`src/rtl/key_expansion_ctrl.sv`:
```
// AES-128 key schedule sequencer: drives a single-round subkey generator one round
// at a time and collects the 11 round keys into a store with a registered read port.
module key_expansion_ctrl #(
    parameter int KEY_LEN    = 128,
    parameter int WORD_LEN   = 32,
    parameter int NUM_ROUNDS = 10,
    parameter int TIMEOUT    = 64
) (
    input  logic                clk,
    input  logic                reset,
    input  logic [KEY_LEN-1:0]  key_in,
    input  logic                key_valid,
    output logic                busy,
    output logic                done,
    output logic                keys_ready,
    output logic                error,
    output logic [KEY_LEN-1:0]  sk_data_out,
    output logic [WORD_LEN-1:0] sk_rcon,
    output logic                sk_valid_out,
    input  logic [KEY_LEN-1:0]  sk_data_in,
    input  logic                sk_valid_in,
    input  logic [3:0]          rd_addr,
    output logic [KEY_LEN-1:0]  rd_key
);

    localparam logic [2:0] S_IDLE  = 3'd0;
    localparam logic [2:0] S_ISSUE = 3'd1;
    localparam logic [2:0] S_WAIT  = 3'd2;
    localparam logic [2:0] S_DONE  = 3'd3;
    localparam logic [2:0] S_ERR   = 3'd4;

    localparam int TW = $clog2(TIMEOUT + 1);

    logic [2:0]         state;
    logic [3:0]         round;
    logic [TW-1:0]      timer;
    logic [KEY_LEN-1:0] store [NUM_ROUNDS+1];

    function automatic logic [7:0] rc(input logic [3:0] r);
        case (r)
            4'd1:    rc = 8'h01;
            4'd2:    rc = 8'h02;
            4'd3:    rc = 8'h04;
            4'd4:    rc = 8'h08;
            4'd5:    rc = 8'h10;
            4'd6:    rc = 8'h20;
            4'd7:    rc = 8'h40;
            4'd8:    rc = 8'h80;
            4'd9:    rc = 8'h1b;
            4'd10:   rc = 8'h36;
            default: rc = 8'h00;
        endcase
    endfunction

    assign sk_valid_out = (state == S_ISSUE);
    assign done         = (state == S_DONE);
    assign error        = (state == S_ERR);
    assign busy         = (state == S_ISSUE) || (state == S_WAIT) || (state == S_DONE);

    always_ff @(posedge clk) begin
        if (reset) begin
            state       <= S_IDLE;
            round       <= '0;
            timer       <= '0;
            keys_ready  <= 1'b0;
            sk_data_out <= '0;
            sk_rcon     <= '0;
            rd_key      <= '0;
            for (int i = 0; i <= NUM_ROUNDS; i++) store[i] <= '0;
        end else begin
            // Read sees the pre-write value when the same entry is written this cycle.
            rd_key <= (rd_addr <= 4'(NUM_ROUNDS)) ? store[rd_addr] : '0;
            case (state)
                S_IDLE, S_ERR: begin
                    if (key_valid) begin
                        store[0]    <= key_in;
                        round       <= 4'd1;
                        keys_ready  <= 1'b0;
                        sk_data_out <= key_in;
                        sk_rcon     <= {rc(4'd1), {(WORD_LEN-8){1'b0}}};
                        state       <= S_ISSUE;
                    end
                end
                S_ISSUE: begin
                    timer <= '0;
                    state <= S_WAIT;
                end
                S_WAIT: begin
                    timer <= timer + TW'(1);
                    // A result arriving on the last allowed cycle beats the timeout.
                    if (sk_valid_in) begin
                        store[round] <= sk_data_in;
                        if (round == 4'(NUM_ROUNDS)) begin
                            state <= S_DONE;
                        end else begin
                            round       <= round + 4'd1;
                            sk_data_out <= sk_data_in;
                            sk_rcon     <= {rc(round + 4'd1), {(WORD_LEN-8){1'b0}}};
                            state       <= S_ISSUE;
                        end
                    end else if (timer == TW'(TIMEOUT - 1)) begin
                        state <= S_ERR;
                    end
                end
                S_DONE: begin
                    keys_ready <= 1'b1;
                    state      <= S_IDLE;
                end
                default: state <= S_IDLE;
            endcase
        end
    end

endmodule

```
`config.mk`:
```
export PLATFORM = sky130hd
export DESIGN_NAME = key_expansion_ctrl
export DESIGN_NICKNAME = d
export VERILOG_FILES = /design/src/rtl/key_expansion_ctrl.sv
export SDC_FILE = /design/constraint.sdc
export NUM_CORES = 2
export LEC_CHECK = 0
export ABC_AREA = 0
export BUFFER_PORTS_ARGS = -buffer_cell sky130_fd_sc_hd__buf_4
export CAP_MARGIN = 30
export CORE_AREA = 3 3 415 417
export CTS_CLUSTER_DIAMETER = 40
export CTS_CLUSTER_SIZE = 25
export DETAILED_ROUTE_END_ITERATION = 16
export DIE_AREA = 0 0 418 420
export GPL_TIMING_DRIVEN = 0
export SLEW_MARGIN = 25
export SYNTH_ARGS = -nofsm -noshare
export SYNTH_HDL_FRONTEND = slang
export SYNTH_SLANG_ARGS = --single-unit
```
`constraint.sdc`:
```
create_clock -name clk -period 22.6 [get_ports clk]
set_input_delay 4.52 -clock clk [delete_from_list [all_inputs] [get_ports clk]]
set_output_delay 4.52 -clock clk [all_outputs]
set_load 0.1 [all_outputs]
```
==> summary.md <==
| Metric | Value |
|---|---|
| Predominant post-synthesis flop cell | `edfxtp_1` |
| Die area | `175600 um^2` |
| Max Freq | `0.1272 GHz` |
| P&R area growth vs syn | `23.62%` |
| Congestion Overflow GR | `0` |
| Worst R2R Start | `round[1]` |
| Relative slew slack | `27.86%` |
| Worst r2r dst | `store[0][48]` |
| Largest area contributor in the netlist | `edfxtp_1` |
| Syn avg cell area | `11.96 um^2` |
| Leakage power | `0.03332 uW` |
| Number of cells produced by synthesis | `6047` |
| Critical Path RT | `23.22 ns` |
| Delay of the slowest critical-path stage | `0.72 ns` |
| Seq/Total Area, Yosys | `64.41%` |
| Clock Skew | `0.05058 ns` |
| CP Cell Sequence | `buf_2, inv_1, nand3_1, nor3_1, o22ai_1, clkbuf_1, clkbuf_1, nand2_4, buf_12, buf_12, buf_12` |
| Final worst path period need | `7.859 ns` |
| Final period util | `34.77%` |
| Clk slew on worst S/H paths | `0.06 ns` |
| Final Slew Violations | `0` |
| Top cells by area, synth | `edfxtp_1 (53%), dfxtp_1 (11%), nor2_1 (8.1%), mux4_2 (4.0%), mux2i_1 (3.5%)` |
| Worst setup path category | `in2reg` |
| CP max stage cell | `o22ai_1` |
| Startpoint of the worst hold path | `sk_rcon[27]` |
| Max Buffers Root-to-Sink | `4` |
| Clock latency on the worst-skew pair | `0.91 ns` |
| Crit-path leading delay family | `buffers and inverters` |
| CTS root buffer | `clkbuf_16` |
| Post-DP HPWL | `175900 um` |
| Placed insts | `8883` |
| PwrDens | `97.31 nW/um^2` |
| WHS Endpoint | `sk_rcon[27]` |
| Crit path arrival time | `8.48 ns` |
| Vias in the first global route | `51720` |
| WL final | `246800 um` |
| RSZ-0062 raised after global routing | `no` |
| Hold Crit Depth | `2` |
| DRC Markers | `0` |
| Register bit count reported by yosys | `1687` |
| CTS tree | `built` |
| Clock sink total | `1687` |
| Filler cells | `14400` |
| First-pass GRT wire length | `353700 um` |
| Worst slew pin tran | `1.082 ns` |
| Post-CTS setup buffers | `0` |
| Pin count of the biggest net entering global routing | `51` |
| Cell Rows | `151` |
| Post-CTS sizing | `0` |
| Synth warn | `0` |
| Drt pass-1 iters | `6` |
| # IOs | `557` |
| DR WL/cell | `26.35 um` |
| Synth unique cells | `58` |
| Setup violators final | `0` |
| Worst R2R Path Depth | `9` |
| Setup slack, reg-to-reg | `18.18 ns` |
| Vias per cell | `5.604` |
| Post-Route Setup TNS | `0 ns` |
| Crit path max fanout | `26` |
| GP Congestion | `0.9263` |
| Share of layout cells above drive strength 1 | `22.79%` |
| Initial core utilization | `42.77%` |
| DRT iter0 DRCs | `5734` |
| GRT Util Overall | `27.46%` |
| Top cells by count, synth | `nor2_1 (1562), edfxtp_1 (1280), dfxtp_1 (407)` |
| Cts hold-fix bufs | `0` |
| Utilization after layout | `52.88%` |
| Max VDD drop | `0.00008707 V` |
| Cell repeated most along the worst path | `buf_12` |
| Bufs and invs on worst path | `7` |
| Crit path launch type | `primary input` |
| Nets | `7212` |
| Die Y-Extent | `420 um` |
| Port Buffers | `527` |
| Core Region | `169100 um^2` |
| Htree depth | `5` |
| Via count | `52500` |
| Post-route ant nets | `0` |
| Outcome | `finished clean` |
| Final hold violations | `0` |
| Initial antenna violation count | `15` |
| Die X | `418 um` |
| Max-cap check violation count | `0` |
| Worst setup EP type | `register` |
| Async S/R FF share, synth | `0%` |
| Mapped Area | `72330 um^2` |
| Most instantiated library cell after synthesis | `nor2_1` |
| EDFF count, synth | `1280` |
| Hold Crit Class | `reg2reg` |
| Final cell count without fillers | `9367` |
| CTS buffer count | `275` |
| Synth top area share | `53.14%` |
[power by group]
group | leakage [uW] | total (uW) | internal, uW | switching, uW
Combinational | 0.0124 | 1020 | 252 | 766
Clock | 0.00440 | 4170 | 2610 | 1550
Sequential | 0.0166 | 3520 | 3470 | 48.5
[cell type report]
cell class                      count  area, um^2  area share (%)
Clock buffer                      318        7356           8.227
Tap cell                         2218        2775           3.104
Timing Repair Buffer              595        5022           5.617
Antenna cell                        4       10.01         0.01120
Sequential cell                  1687       46580           52.10
Inverter                          133       499.2          0.5584
Clock inverter                    162        1724           1.928
Multi-Input combinational cell   3618       22300           24.94
Buffer                            632        3138           3.510
[per-stage QoR]
step                hold WS (ns)  setup WS (ns)  cell area, um^2  total power [uW]
global placement          0.4530         -6.164            79140              4592
finish                    0.4654          14.74            89410              8701
global route              0.4727          14.67            89400              8918
detailed placement        0.4558          14.06            80320              4589
floorplan                 0.4434          3.966            72410              4243
CTS                       0.4645          14.99            89400              8729
[worst min-delay path, stage by stage (launching register included)]
cell	delay [ns]
dfxtp_1	0.31
nand2_1	0.05
a21oi_1	0.05
[worst max path at each step]
stage	slack, ns	cells after the start	end	startpoint
after global placement	-6.16	4	store[9][46]	sk_valid_in
after floorplan	3.97	3	store[9][0]	sk_valid_in
after CTS	14.99	11	store[0][37]	reset
after detailed placement	14.06	11	store[0][49]	reset
final	14.74	11	store[0][48]	reset
after global routing	14.67	11	store[0][15]	reset
[cells in the final DEF (no fill, tap or decap), types with 12 or more instances in the layout]
master,instances
a2111oi_0,125
a211oi_1,136
a211oi_2,120
a21oi_1,145
a22oi_1,130
a311oi_1,129
buf_1,15
buf_12,21
buf_16,17
buf_2,257
buf_4,562
buf_6,29
buf_8,12
bufinv_16,22
clkbuf_1,317
clkbuf_16,285
clkbuf_2,20
clkinv_1,17
clkinv_2,23
clkinv_4,24
clkinvlp_4,25
conb_1,24
dfxtp_1,407
edfxtp_1,1280
inv_1,133
inv_6,35
inv_8,14
mux2i_1,255
mux4_2,130
nand2_1,393
nor2_1,1561
nor2b_1,257
o21ai_0,133
[per-layer routing]
metal / up-vias / global-route usage, % / routed length, um
li1: 23430 / - / -
met1: 26320 / 35.31 / 97190
met2: 2221 / 43.95 / 116900
met3: 529 / 4.708 / 17050
met4: 4 / 15.83 / 15680
met5: - / 0 / 26
[cell families (layout without fill, tap and decap cells)]
kind of cell	count (synthesis)	in the layout	synth area share (%)
other	1	28	0.005185
AND/OR/NAND/NOR	2261	2261	12.79
flip-flops	1687	1687	64.41
adder cells (fa/ha/maj)	6	6	0.1038
XOR/XNOR	2	2	0.02422
AO/OA/AOI/OAI	939	939	10.08
buffers and inverters	765	1840	4.994
multiplexers	386	386	7.593
[flip-flops by register name, indices dropped and copies added (netlist names)]
signal / flops
store: 1408
keys_ready: 1
timer: 7
rd_key: 128
sk_data_out: 128
round: 4
state: 3
sk_rcon: 8
(Power assumes the default switching activity.)
